## config.mk

```make
export PLATFORM = sky130hd
export DESIGN_NAME = add_arbiter_flat
export DESIGN_NICKNAME = d
export VERILOG_FILES = /design/src/rtl/add_arb_pkg.sv /design/src/rtl/add_arbiter_if.sv /design/src/rtl/add16.sv /design/src/rtl/add_arb_rr_grant.sv /design/src/rtl/add_arbiter.sv /design/src/flat_wrapper.sv
export SDC_FILE = /design/constraint.sdc
export NUM_CORES = 1
export LEC_CHECK = 0
export CORE_MARGIN = 2
export CORE_UTILIZATION = 40
export CTS_CLUSTER_SIZE = 12
export DETAILED_ROUTE_END_ITERATION = 6
export PLACE_DENSITY_LB_ADDON = 0.08
export SETUP_SLACK_MARGIN = 0.15
export SYNTH_ARGS = -nofsm -noshare
export SYNTH_HDL_FRONTEND = slang
export SYNTH_SLANG_ARGS = --single-unit
```

## constraint.sdc

```tcl
create_clock -name clk -period 7.38 [get_ports clk]
set_input_delay 1.845 -clock clk [delete_from_list [all_inputs] [get_ports clk]]
set_output_delay 1.845 -clock clk [all_outputs]
set_load 0.005 [all_outputs]
```

## src/rtl/add_arb_pkg.sv

```systemverilog
// Shared types and helpers for the add_arbiter slice: operand word type,
// response-slot state encoding and a constant clog2 used to validate ID_W.
package add_arb_pkg;

   localparam int DATA_W = 32;

   typedef logic [DATA_W-1:0] word_t;

   typedef enum logic {
      SLOT_EMPTY = 1'b0,
      SLOT_FULL  = 1'b1
   } slot_state_e;

   function automatic int clog2(input int n);
      int r;
      r = 0;
      while ((1 << r) < n) r++;
      return r;
   endfunction

endpackage

```

## src/rtl/add_arbiter_if.sv

```systemverilog
// Request/response bundle between NUM_REQ add clients and add_arbiter.
// Optional macro ADD_ARB_CARRY_EN adds the rsp_carry signal.
interface add_arbiter_if #(
   parameter int NUM_REQ = 4,
   parameter int ID_W    = 2
);
   import add_arb_pkg::*;

   logic [NUM_REQ-1:0]        req_valid;
   logic [NUM_REQ*DATA_W-1:0] req_a;
   logic [NUM_REQ*DATA_W-1:0] req_b;
   logic [NUM_REQ-1:0]        req_ready;
   logic                      rsp_valid;
   word_t                     rsp_sum;
   logic [ID_W-1:0]           rsp_id;
   logic                      rsp_ready;
`ifdef ADD_ARB_CARRY_EN
   logic                      rsp_carry;

   modport slave (
      input  req_valid, req_a, req_b, rsp_ready,
      output req_ready, rsp_valid, rsp_sum, rsp_id, rsp_carry
   );

   modport master (
      output req_valid, req_a, req_b, rsp_ready,
      input  req_ready, rsp_valid, rsp_sum, rsp_id, rsp_carry
   );
`else
   modport slave (
      input  req_valid, req_a, req_b, rsp_ready,
      output req_ready, rsp_valid, rsp_sum, rsp_id
   );

   modport master (
      output req_valid, req_a, req_b, rsp_ready,
      input  req_ready, rsp_valid, rsp_sum, rsp_id
   );
`endif

endinterface

```

## src/rtl/add16.sv

```systemverilog
// Library adder shared by the arbiter: W-bit wrap-around sum, no carry port.
module add16 #(
   parameter int W = 16
) (
   input  logic [W-1:0] a,
   input  logic [W-1:0] b,
   output logic [W-1:0] sum
);

   assign sum = a + b;

endmodule

```

## src/rtl/add_arb_rr_grant.sv

```systemverilog
// Combinational round-robin select: first asserted req starting at rr_ptr,
// wrapping modulo NUM_REQ. Produces one-hot grant plus its encoded index.
module add_arb_rr_grant #(
   parameter int NUM_REQ = 4,
   parameter int ID_W    = 2
) (
   input  logic [NUM_REQ-1:0] req,
   input  logic [ID_W-1:0]    rr_ptr,
   output logic [NUM_REQ-1:0] grant,
   output logic [ID_W-1:0]    grant_idx,
   output logic               grant_any
);

   // Walk the requesters in priority order beginning at rr_ptr; first hit wins.
   always_comb begin
      int          idx;
      logic [ID_W-1:0] idx_w;
      grant     = '0;
      grant_idx = '0;
      grant_any = 1'b0;
      idx       = 0;
      idx_w     = '0;
      for (int k = 0; k < NUM_REQ; k++) begin
         idx = int'(rr_ptr) + k;
         if (idx >= NUM_REQ) idx = idx - NUM_REQ;
         idx_w = ID_W'(idx);
         if (!grant_any && req[idx_w]) begin
            grant[idx_w] = 1'b1;
            grant_idx    = idx_w;
            grant_any    = 1'b1;
         end
      end
   end

endmodule

```

## src/rtl/add_arbiter.sv

```systemverilog
// Round-robin arbiter sharing a single add16 between NUM_REQ requesters,
// with one registered response slot (EMPTY/FULL). A drain and a new
// transfer may happen in the same cycle, giving one result per cycle.
// Optional macro ADD_ARB_CARRY_EN registers the carry out as rsp_carry.
module add_arbiter
   import add_arb_pkg::*;
#(
   parameter int NUM_REQ = 4,
   parameter int ID_W    = 2
) (
   input  logic   clk,
   input  logic   rst,
   add_arbiter_if.slave bus
);

   if (ID_W != clog2(NUM_REQ) || NUM_REQ < 2 || NUM_REQ > 8) begin : g_bad_cfg
      $error("add_arbiter: NUM_REQ must be 2..8 and ID_W must equal clog2(NUM_REQ)");
   end

   slot_state_e        state_q;
   slot_state_e        state_d;
   logic [ID_W-1:0]    rr_ptr_q;

   logic [NUM_REQ-1:0] grant_p0;
   logic [ID_W-1:0]    grant_idx_p0;
   logic               grant_any_p0;
   logic               slot_free_p0;
   logic               xfer_p0;
   word_t              a_p0;
   word_t              b_p0;
   word_t              sum_p0;

   word_t              sum_p1;
   logic [ID_W-1:0]    id_p1;

   function automatic logic [ID_W-1:0] next_ptr(input logic [ID_W-1:0] g);
      return (g == ID_W'(NUM_REQ - 1)) ? '0 : g + 1'b1;
   endfunction

   add_arb_rr_grant #(
      .NUM_REQ (NUM_REQ),
      .ID_W    (ID_W)
   ) u_grant (
      .req       (bus.req_valid),
      .rr_ptr    (rr_ptr_q),
      .grant     (grant_p0),
      .grant_idx (grant_idx_p0),
      .grant_any (grant_any_p0)
   );

   // One-hot AND-OR mux of the granted requester's operands onto the adder.
   always_comb begin
      a_p0 = '0;
      b_p0 = '0;
      for (int i = 0; i < NUM_REQ; i++) begin
         if (grant_p0[i]) begin
            a_p0 = bus.req_a[i*DATA_W +: DATA_W];
            b_p0 = bus.req_b[i*DATA_W +: DATA_W];
         end
      end
   end

   add16 #(
      .W (DATA_W)
   ) u_add (
      .a   (a_p0),
      .b   (b_p0),
      .sum (sum_p0)
   );

   assign slot_free_p0  = (state_q == SLOT_EMPTY) | bus.rsp_ready;
   assign bus.req_ready = rst ? '0 : (grant_p0 & {NUM_REQ{slot_free_p0}});
   assign xfer_p0       = grant_any_p0 & |(bus.req_valid & bus.req_ready);

   // Slot FSM next state: fill on transfer, empty on drain without transfer.
   always_comb begin
      state_d = state_q;
      unique case (state_q)
         SLOT_EMPTY: if (xfer_p0) state_d = SLOT_FULL;
         SLOT_FULL:  if (!xfer_p0 && bus.rsp_ready) state_d = SLOT_EMPTY;
         default:    state_d = SLOT_EMPTY;
      endcase
   end

   // Slot FSM state register.
   always_ff @(posedge clk) begin
      if (rst) state_q <= SLOT_EMPTY;
      else     state_q <= state_d;
   end

   // ---- p0 -> p1: response slot and round-robin pointer ----
   // Load the slot and advance the pointer only on an accepted request.
   always_ff @(posedge clk) begin
      if (rst) begin
         sum_p1   <= '0;
         id_p1    <= '0;
         rr_ptr_q <= '0;
      end else if (xfer_p0) begin
         sum_p1   <= sum_p0;
         id_p1    <= grant_idx_p0;
         rr_ptr_q <= next_ptr(grant_idx_p0);
      end
   end

   assign bus.rsp_valid = (state_q == SLOT_FULL);
   assign bus.rsp_sum   = sum_p1;
   assign bus.rsp_id    = id_p1;

`ifdef ADD_ARB_CARRY_EN
   logic carry_p0;
   logic carry_p1;

   // Wrap-around happened exactly when the truncated sum is below operand A.
   assign carry_p0 = (sum_p0 < a_p0);

   // Carry follows the same load/hold rules as the sum.
   always_ff @(posedge clk) begin
      if (rst)          carry_p1 <= 1'b0;
      else if (xfer_p0) carry_p1 <= carry_p0;
   end

   assign bus.rsp_carry = carry_p1;
`endif

endmodule

```

## src/flat_wrapper.sv

```systemverilog
// flat-port wrapper written by rule: the top's interface ports become plain ports
module add_arbiter_flat import add_arb_pkg::*;
#(
   parameter int NUM_REQ = 4,
   parameter int ID_W    = 2
)
  (clk, rst, bus_req_valid, bus_req_a, bus_req_b, bus_rsp_ready, bus_req_ready, bus_rsp_valid, bus_rsp_sum, bus_rsp_id);
  add_arbiter_if #(.NUM_REQ(NUM_REQ), .ID_W(ID_W)) bus_i ();
  input  logic clk;
  input  logic rst;
  input wire logic [$bits(bus_i.req_valid)-1:0] bus_req_valid;
  input wire logic [$bits(bus_i.req_a)-1:0] bus_req_a;
  input wire logic [$bits(bus_i.req_b)-1:0] bus_req_b;
  input wire logic [$bits(bus_i.rsp_ready)-1:0] bus_rsp_ready;
  output wire logic [$bits(bus_i.req_ready)-1:0] bus_req_ready;
  output wire logic [$bits(bus_i.rsp_valid)-1:0] bus_rsp_valid;
  output wire logic [$bits(bus_i.rsp_sum)-1:0] bus_rsp_sum;
  output wire logic [$bits(bus_i.rsp_id)-1:0] bus_rsp_id;
  assign bus_i.req_valid = bus_req_valid;
  assign bus_i.req_a = bus_req_a;
  assign bus_i.req_b = bus_req_b;
  assign bus_i.rsp_ready = bus_rsp_ready;
  assign bus_req_ready = bus_i.req_ready;
  assign bus_rsp_valid = bus_i.rsp_valid;
  assign bus_rsp_sum = bus_i.rsp_sum;
  assign bus_rsp_id = bus_i.rsp_id;
  add_arbiter #(.NUM_REQ(NUM_REQ), .ID_W(ID_W)) u_core (.clk(clk), .rst(rst), .bus(bus_i));
endmodule
```

[Word level (Yosys, flattened, before mapping)]
Index checks and enable logic that the tools add are counted.
Storage, ports and cells
  bits in registers: 37
  logic and storage cells: 92
  output and inout port bits: 39
  input bits: 263
Operators by class
  bitwise logic cells: 8
  add/sub/neg operators: 9
  eq/ne operators: 1
  reduce and logical (&&, ||, !) cells: 13
  magnitude comparators: 12
  muxes and demuxes: 45
Operators with widths (number)
  two-way mux 32 bit: 8
  adder 32 bit: 1
  two-way mux 4 bit: 5
  two-way mux 2 bit: 9
  two-way mux 1 bit: 14
  < comparator 2 x 3 -> 1 bit, second input constant: 4
  OR 4 bit: 3
  >= comparator 3 bit, second input constant: 3
  bitwise AND 4 bit: 2
  binary-select mux 1 bit (select 2 bit): 4
  demux 1 bit (select 2 bit): 4
  >= comparator 2 x 1 -> 1 bit, second input constant: 4
  logical AND 1 bit: 8
  subtractor 2 x 1 -> 2 bit, second input constant: 4
  adder 2 x 2 -> 3 bit, second input constant: 2
  logical NOT 1 bit: 4
  OR reduction 4 bit: 1
  adder 2 x 1 -> 3 bit, second input constant: 1
  >= comparator 2 x 3 -> 1 bit, second input constant: 1
  adder 2 x 1 -> 2 bit, second input constant: 1
  equality test 2 bit, second input constant: 1
  one-hot mux 1 bit (2 select lines): 1
  bitwise AND 1 bit: 1
  NOT 1 bit: 1
  OR 1 bit: 1

[Logic depth before layout (Yosys ltp)]
Gate-level depths: netlist of run 1.
  depth after elaboration: 23
  depth in mapped cells: 25
  gate-level depth less buffers: 20

[Modules after synthesis]
From an unflattened synthesis of run 1, not the netlist that was laid out.
Unflattened totals
  cell total of the unflattened synthesis: 698
  area, all modules: 5410.2 um^2
Modules (own cells, without submodules)
  add_arbiter: area an instance 3389.5 um^2, instances 1, cells an instance 432, seq. area each 740.7 um^2
  add16: area an instance 1601.5 um^2, instances 1, cells an instance 221, seq. area each 0.0 um^2
  add_arb_rr_grant: area an instance 419.2 um^2, instances 1, cells an instance 45, seq. area each 0.0 um^2

[Least setup slack after synthesis of run 1]
Ideal clock, no wire load.
  path type: input-to-reg
  start: input port bus_req_valid[3]
  end: register u_core.sum_p1[28], in the netlist u_core.bus.rsp_sum[28]
  data required time: 7.264 ns
  path slack: 1.188 ns
  arrival time: 6.076 ns
  stages: 21
  path buffers: 3
  library setup time: 0.116 ns
  cells stage by stage: buf_2 > mux4_2 > a21oi_2 > a22oi_4 > or2_1 > buf_6 > buf_2 > a22oi_1 > nor2_1 > a21oi_1 > o21ai_1 > ha_1 > fa_1 > a21o_1 > a211oi_1 > nor2_1 > o21a_1 > o211ai_2 > nand4_1 > a211o_1 > a31o_2
On the way
  cells in the longest elaborated chain, start to end: 17
  elaborated cells on any way between the ends: 39
  those cells by class: add/sub (1); mux (25); bitwise (6); reduce/logical (7)
Ends and longest elaborated chain
  start: declaration: line flat_wrapper.sv:11  | input wire logic [$bits(bus_i.req_valid)-1:0] bus_req_valid;
  binary-select mux 1 bit (select 2 bit): line add_arb_rr_grant.sv:27  | if (!grant_any && req[idx_w]) begin
  two-way mux 1 bit (implied by the code): line add_arb_rr_grant.sv:27
  two-way mux 1 bit: line add_arb_rr_grant.sv:27
  logical NOT 1 bit: line add_arb_rr_grant.sv:27
  logical AND 1 bit: line add_arb_rr_grant.sv:27
  two-way mux 1 bit: line add_arb_rr_grant.sv:27
  logical NOT 1 bit: line add_arb_rr_grant.sv:27
  logical AND 1 bit: line add_arb_rr_grant.sv:27
  two-way mux 1 bit: line add_arb_rr_grant.sv:27
  logical NOT 1 bit: line add_arb_rr_grant.sv:27
  logical AND 1 bit: line add_arb_rr_grant.sv:27
  two-way mux 4 bit: line add_arb_rr_grant.sv:27
  two-way mux 32 bit or bitwise AND 4 bit (tied branches): line add_arbiter.sv:56, add_arbiter.sv:72
  two-way mux 32 bit or two-way mux 4 bit (tied branches): line add_arbiter.sv:56, add_arbiter.sv:72
  two-way mux 32 bit or bitwise AND 4 bit (tied branches): line add_arbiter.sv:56, add_arbiter.sv:73
  two-way mux 32 bit or OR reduction 4 bit (tied branches): line add_arbiter.sv:56, add_arbiter.sv:73
  adder 32 bit or bitwise AND 1 bit (tied branches): line add16.sv:10, add_arbiter.sv:73
  end signal: assignment: line add_arbiter.sv:99  | sum_p1 <= sum_p0;
  end: declaration: line add_arbiter.sv:33  | word_t sum_p1;
Parallel ways exist; a longest one is shown, timed or not. The select of a mux whose other input is x is not followed.
A chain may end at the register's enable or synchronous reset.

[Worst setup path after layout of run 1]
  start: input port bus_req_valid[2]
  end: register u_core.sum_p1[31], in the netlist u_core.bus.rsp_sum[31]
The elaborated chain is that of the path after synthesis.

==> qor.txt, run 1 <==
Multi-input gate area - 4420 um2
post-synth top area cell - dfxtp_1
Hold Crit Class - flip-flop to flip-flop
die area - 14,600 um2
Filler cells - 1,207
required time of the critical path - 7.61 ns
Period minus WS final - 6.96 ns
IO Pins - 302
yosys warns - 0
initial antenna violation count - 1
Worst Path Buf+Inv - 3
vias - 7,151
Post-Syn Nets - 1,139
num rows - 42
Min Hold Slack - 0.450 ns
status - finished, final reports clean
clock skew - 0.00650 ns
DP HPWL - 18.4 mm
Clock Tree Buf Depth - 2
final hold violation count - 0
largest net degree at the start of global routing - 87
CP arrival - 7.19 ns
async set or reset register ratio after synthesis - 0%
worst slew pin tran - 0.870 ns
Final period util - 94.3%
drt first pass iters - 6
Placed Instance Area - 8710 um2
Critical Path End Type - flip-flop
Cell variety after synth - 63
GP Congestion - 0.985
Final setup viols - 0
CTS Buf Count - 5
Starting Density - 41.2%
drt wl/cell - 17.2 um
Detail Route Antenna Nets - 0
ys flop type - dfxtp_1
top cell type's share of synthesized area - 13.5%
Total GRT Usage - 28.7%
Core Region - 13,300 um2
initial drt markers - 642
Area growth syn-to-layout - 63.4%
Slew HR - 41.8%
Post-Syn Area per Cell - 6.54 um2
# port buffers - 301
CP max FO - 26
Max Clock Freq - 144 MHz
number of max-cap violations - 0
Die W - 121 um
synthesized instance count - 837
DRT Wirelength - 22.2 mm
# DRC - 0
RSZ-0062 raised after global routing - true
CP startpoint kind - primary input
top cells by area, synth - dfxtp_1 (14%), a21oi_1 (11%), nand2_1 (9.0%), ha_1 (8.7%), a22oi_1 (8.6%)
crit-path cells - clkdlybuf4s50_1 -> mux4_2 -> nor3b_1 -> o22ai_2 -> a211oi_4 -> buf_12 -> a22oi_1 -> nor2_1 -> a21oi_1 -> o21ai_1 -> ha_1 -> a21oi_1 -> o21ai_0 -> a2111oi_1 -> buf_4 -> nand2_1 -> a211oi_1 -> o31ai_1 -> or3b_1 -> o211a_1
CTS Sinks - 37
post-route setup TNS - 0 ns
final instance area - 8940 um2
Slew Viols, Final - 0
remaining global-route overflow - 0
Mapped Area - 5470 um2
hold buffers post-CTS - 0
Yosys reg bits - 37
Seq/Total Area, Yosys - 13.5%
H-tree depth - 2
WS Path Type - primary input to flip-flop
vias per inst - 5.53
worst-skew pair later-pin latency - 0.28 ns
Critical Path Most Common Cell - a21oi_1
flip-flop and latch area - 741 um2
layout cell share with drive strength beyond 1 - 5.20%
vias in the first global route - 6,695
first-pass GRT wire length - 33.7 mm
clk root buf - clkbuf_16
fin nets - 1,417
CTS tree - built
clock-pin slew of the registers on the worst-case setup and hold paths - 0.06 ns
number of flops mapped to enable cells by yosys - 0
slowest cell on the critical path - mux4_2
Die H - 121 um
max incr delay on CP - 0.66 ns
Crit path max-delay family - compound AO/OA/AOI/OAI gates
## cell usage in the layout (no fill, tap or decap), drive strengths merged, types with 9 or more instances in the layout
master         instances
xnor2                 19
a21oi                117
ha                    38
a22oi                 64
nor3b                 10
dfxtp                 37
nor2                  89
a211oi                15
clkdlybuf4s50        301
a21o                  12
or3                    9
inv                   17
o21ai                 91
nand2                131
nor3                  13
buf                   31
## cells in the mapped netlist, drive strengths merged, types with 5 or more instances
cell type	number
a21oi	117
a21boi	5
nor3	13
nand3b	8
a21o	12
o31ai	8
and2	5
a22oi	64
ha	38
xor2	8
nand2	131
inv	17
nor3b	10
nor2	89
o211ai	8
dfxtp	37
nor2b	7
or3	9
a31oi	7
xnor2	19
buf	34
o21a	5
o21ai	91
a211oi	14
clkbuf	28
## repair_timing
action | CTS | global route
endpoints found under the setup margin | 0 | 9
resized for setup | 0 | 5
setup buffers | 0 | 5
## cells by family (layout without fill, tap and decap cells)
family,after synthesis,count (layout),share of synthesized area (%)
AO/OA/AOI/OAI,350,351,39.9
AND/OR/NAND/NOR,297,297,24.4
buffers and inverters,79,357,6.58
adder cells (fa/ha/maj),39,39,9.05
flip-flops,37,37,13.5
XOR/XNOR,27,27,4.32
multiplexers,8,8,2.19
other,0,1,0
## worst register-to-register path, stage by stage, from the launching register on
cell	delay [ns]
dfxtp_1	0.59
inv_1	0.23
ha_1	0.57
mux4_2	0.48
nor3b_1	0.30
o22ai_2	0.21
a211oi_4	0.49
buf_12	0.24
a22oi_1	0.10
nor2_1	0.10
a21oi_1	0.05
o21ai_1	0.19
ha_1	0.34
a21oi_1	0.24
o21ai_0	0.18
a2111oi_1	0.54
buf_4	0.20
nand2_1	0.07
a211oi_1	0.35
o31ai_1	0.19
or3b_1	0.19
o211a_1	0.12
## final timing paths
kind	start	to	slack (ns)	cells after the start
min	u_core.bus.rsp_sum[17]$_SDFFE_PP0P_	u_core.bus.rsp_sum[17]$_SDFFE_PP0P_	0.45	2
max reg2reg	u_core.rr_ptr_q[1]$_SDFFE_PP0P_	u_core.bus.rsp_sum[31]$_SDFFE_PP0P_	1.37	21
min reg2reg	u_core.bus.rsp_sum[17]$_SDFFE_PP0P_	u_core.bus.rsp_sum[17]$_SDFFE_PP0P_	0.45	2
max	bus_req_valid[2]	u_core.bus.rsp_sum[31]$_SDFFE_PP0P_	0.42	20
## stage by stage
stage / setup WS, ns / util, % / std cells
finish: 0.418 / 67.3 / 1293
global route: 0.0583 / 67.3 / 1292
CTS: 0.288 / 66.8 / 1286
detailed placement: 0.0306 / 65.5 / 1278
global placement: 0.0465 / 65.5 / 1278
floorplan: 1.19 / - / 837
## routing by layer
| layer | vias to the layer above | GRT usage [%] | part of all wire, % |
|---|---|---|---|
| met2 | 307 | 49.6 | 49 |
| met5 | - | 0 | 0.058 |
| met3 | 30 | 4.98 | 7.1 |
| met4 | 2 | 5.89 | 1.5 |
| li1 | 3600 | - | - |
| met1 | 3212 | 37.4 | 42 |
## state kept, by name, indices dropped and copies added, names as in the netlist, named ones only
register / count
u_core.bus.rsp_id: 2
u_core.rr_ptr_q: 1
u_core.bus.rsp_valid: 1
u_core.bus.rsp_sum: 32
## cell type report
type                       count  area share, %
timing repair buffer         332           37.1
clock inverter                 1          0.336
inverter                      17          0.713
antenna                        1         0.0280
clock buffer                   7           1.59
multi-input combinational    722           49.5
tap                          176           2.46
sequential                    37           8.28
Power of run 1 is left out: the tool's default activity adds up to more than one toggle a clock period on the data nets, which glitch-free logic cannot reach.
==> inputs of run 2 (changes only) <==
- DONT_BUFFER_PORTS: default -> 1
==> run 2 against run 1 <==
  * Clock skew hardly changed
  * Final cell count is 24% lower
  * Fmax is 2.1% higher
  * Utilization is 24 points lower
  * Hold slack better by 0.012 ns
  * Via count is 17% lower
  * Critical path type unchanged
  * Largest cell class unchanged
==> qor.txt, run 2 (synthesis gave the netlist of run 1 again) <==
Area growth syn-to-layout - 5.17%
Die H - 121 um
num rows - 42
vias in the first global route - 5,616
DRT Wirelength - 19.6 mm
Ant. Diodes - 0
Post-CTS Setup Bufs - 0
status - finished, final reports clean
CP startpoint kind - primary input
Final period util - 92.4%
Clock Tree Buf Depth - 2
Hold Path Origin - u_core.bus.rsp_sum[5]$_SDFFE_PP0P_
layout cell share with drive strength beyond 1 - 5.49%
Worst Hold Endpoint - u_core.bus.rsp_sum[5]$_SDFFE_PP0P_
CP arrival - 6.99 ns
max incr delay on CP - 0.63 ns
first-pass GRT wire length - 29.4 mm
FF-to-FF setup slack - 0.77 ns
drt first pass iters - 5
crit-path cells - mux4_2 -> a21oi_2 -> a22oi_4 -> or2_2 -> a22oi_1 -> nor2_1 -> a21oi_1 -> o21ai_1 -> ha_1 -> fa_1 -> a21o_1 -> a211oi_1 -> nor2_1 -> o21a_1 -> o211ai_2 -> nand4_1 -> a211o_1 -> a31o_2
vias per inst - 6.07
Period minus WS final - 6.82 ns
Slew HR - 40.7%
drt wl/cell - 20.0 um
Largest register FFs - 32
required time of the critical path - 7.55 ns
Hold Crit Class - flip-flop to flip-flop
slowest cell on the critical path - or2_2
Total GRT Usage - 25.3%
initial antenna violation count - 0
clk root buf - clkbuf_16
Reg-to-Reg End - u_core.bus.rsp_sum[28]$_SDFFE_PP0P_
worst slew pin tran - 0.889 ns
WS Path Type - primary input to flip-flop
initial drt markers - 466
# port buffers - 0
hold depth - 2
clock skew - 0.00607 ns
CTS tree - built
largest net degree at the start of global routing - 63
IO Pins - 302
die area - 14,600 um2
commonest non-fill, non-tap cell in the layout - nand2_1
H-tree depth - 2
post_cts resized - 0
vias - 5,933
post-route setup TNS - 0 ns
RSZ-0062 raised after global routing - false
Critical Path Most Common Cell - nor2_1
commonest cells after routing, fill and taps aside - nand2_1 (131), a21oi_1 (115), nor2_1 (89)
final hold violation count - 0
hold buffers post-CTS - 0
worst-skew pair later-pin latency - 0.28 ns
GP Congestion - 0.843
Critical Path End Type - flip-flop
number of max-cap violations - 0
CTS Buf Count - 5
Core Region - 13,300 um2
Starting Density - 41.2%
# DRC - 0
Final setup viols - 0
utilization after layout - 43.3%
CP max FO - 48
Max Clock Freq - 147 MHz
R2R cell count - 21
Die W - 121 um
reg-to-reg startpoint - u_core.rr_ptr_q[1]$_SDFFE_PP0P_
fin nets - 1,104
clock-pin slew of the registers on the worst-case setup and hold paths - 0.06 ns
DP HPWL - 16.2 mm
remaining global-route overflow - 0
Detail Route Antenna Nets - 0
Slew Viols, Final - 0
CTS Sinks - 37
## run 2: cell types whose count changed in the layout (fill, tap and decap cells not counted), moves of 2 or more
cell	delta
buf_12	-3
buf_4	-8
clkdlybuf4s50_1	-301
o21ai_0	+2
o21ai_1	-2
## run 2: routing by layer
layer,vias up,global-route usage (%),wire length (um),part of all wire (%)
met3,27,4.28,1390,7.1
met1,2708,34.8,8650,44
met4,0,6.69,486,2.5
met2,227,40.8,9030,46
met5,-,0,0,0
li1,2971,-,-,-
## run 2: area by class of cell
cell class | instances | area [um2]
clock buffer | 7 | 143
fill | 1399 | 7540
inverter | 17 | 63.8
multi-input combinational | 721 | 4400
sequential | 37 | 741
tap | 176 | 220
timing repair buffer | 20 | 188
## run 2: worst max-delay path by stage
| stage | slack [ns] | from | cells past startpoint | to |
|---|---|---|---|---|
| after floorplan | 1.19 | bus_req_valid[3] | 21 | u_core.bus.rsp_sum[28]$_SDFFE_PP0P_ |
| after global placement | 0.38 | bus_req_valid[2] | 18 | u_core.bus.rsp_sum[28]$_SDFFE_PP0P_ |
| after detailed placement | 0.30 | bus_req_valid[2] | 18 | u_core.bus.rsp_sum[28]$_SDFFE_PP0P_ |
| after CTS | 0.57 | bus_req_valid[2] | 18 | u_core.bus.rsp_sum[28]$_SDFFE_PP0P_ |
| after global routing | 0.17 | bus_req_valid[2] | 18 | u_core.bus.rsp_sum[18]$_SDFFE_PP0P_ |
| final | 0.56 | bus_req_valid[2] | 18 | u_core.bus.rsp_sum[28]$_SDFFE_PP0P_ |
## run 2: per-stage QoR
step / hold WS (ns) / setup slack [ns] / instances / cell area (um2)
detailed placement: 0.459 / 0.295 / 971 / 5610
CTS: 0.467 / 0.571 / 978 / 5760
global placement: 0.458 / 0.384 / 971 / 5610
global route: 0.483 / 0.173 / 978 / 5760
finish: 0.462 / 0.561 / 978 / 5760
floorplan: 0.448 / 1.19 / 837 / 5470
## run 2: critical path: cells and delay by family
family | cells | cell delay (ns)
compound gates | 11 | 2.75
simple gates | 4 | 1.10
fa+ha+maj | 2 | 0.68
mux | 1 | 0.57
Power of run 2 is left out for the same reason.
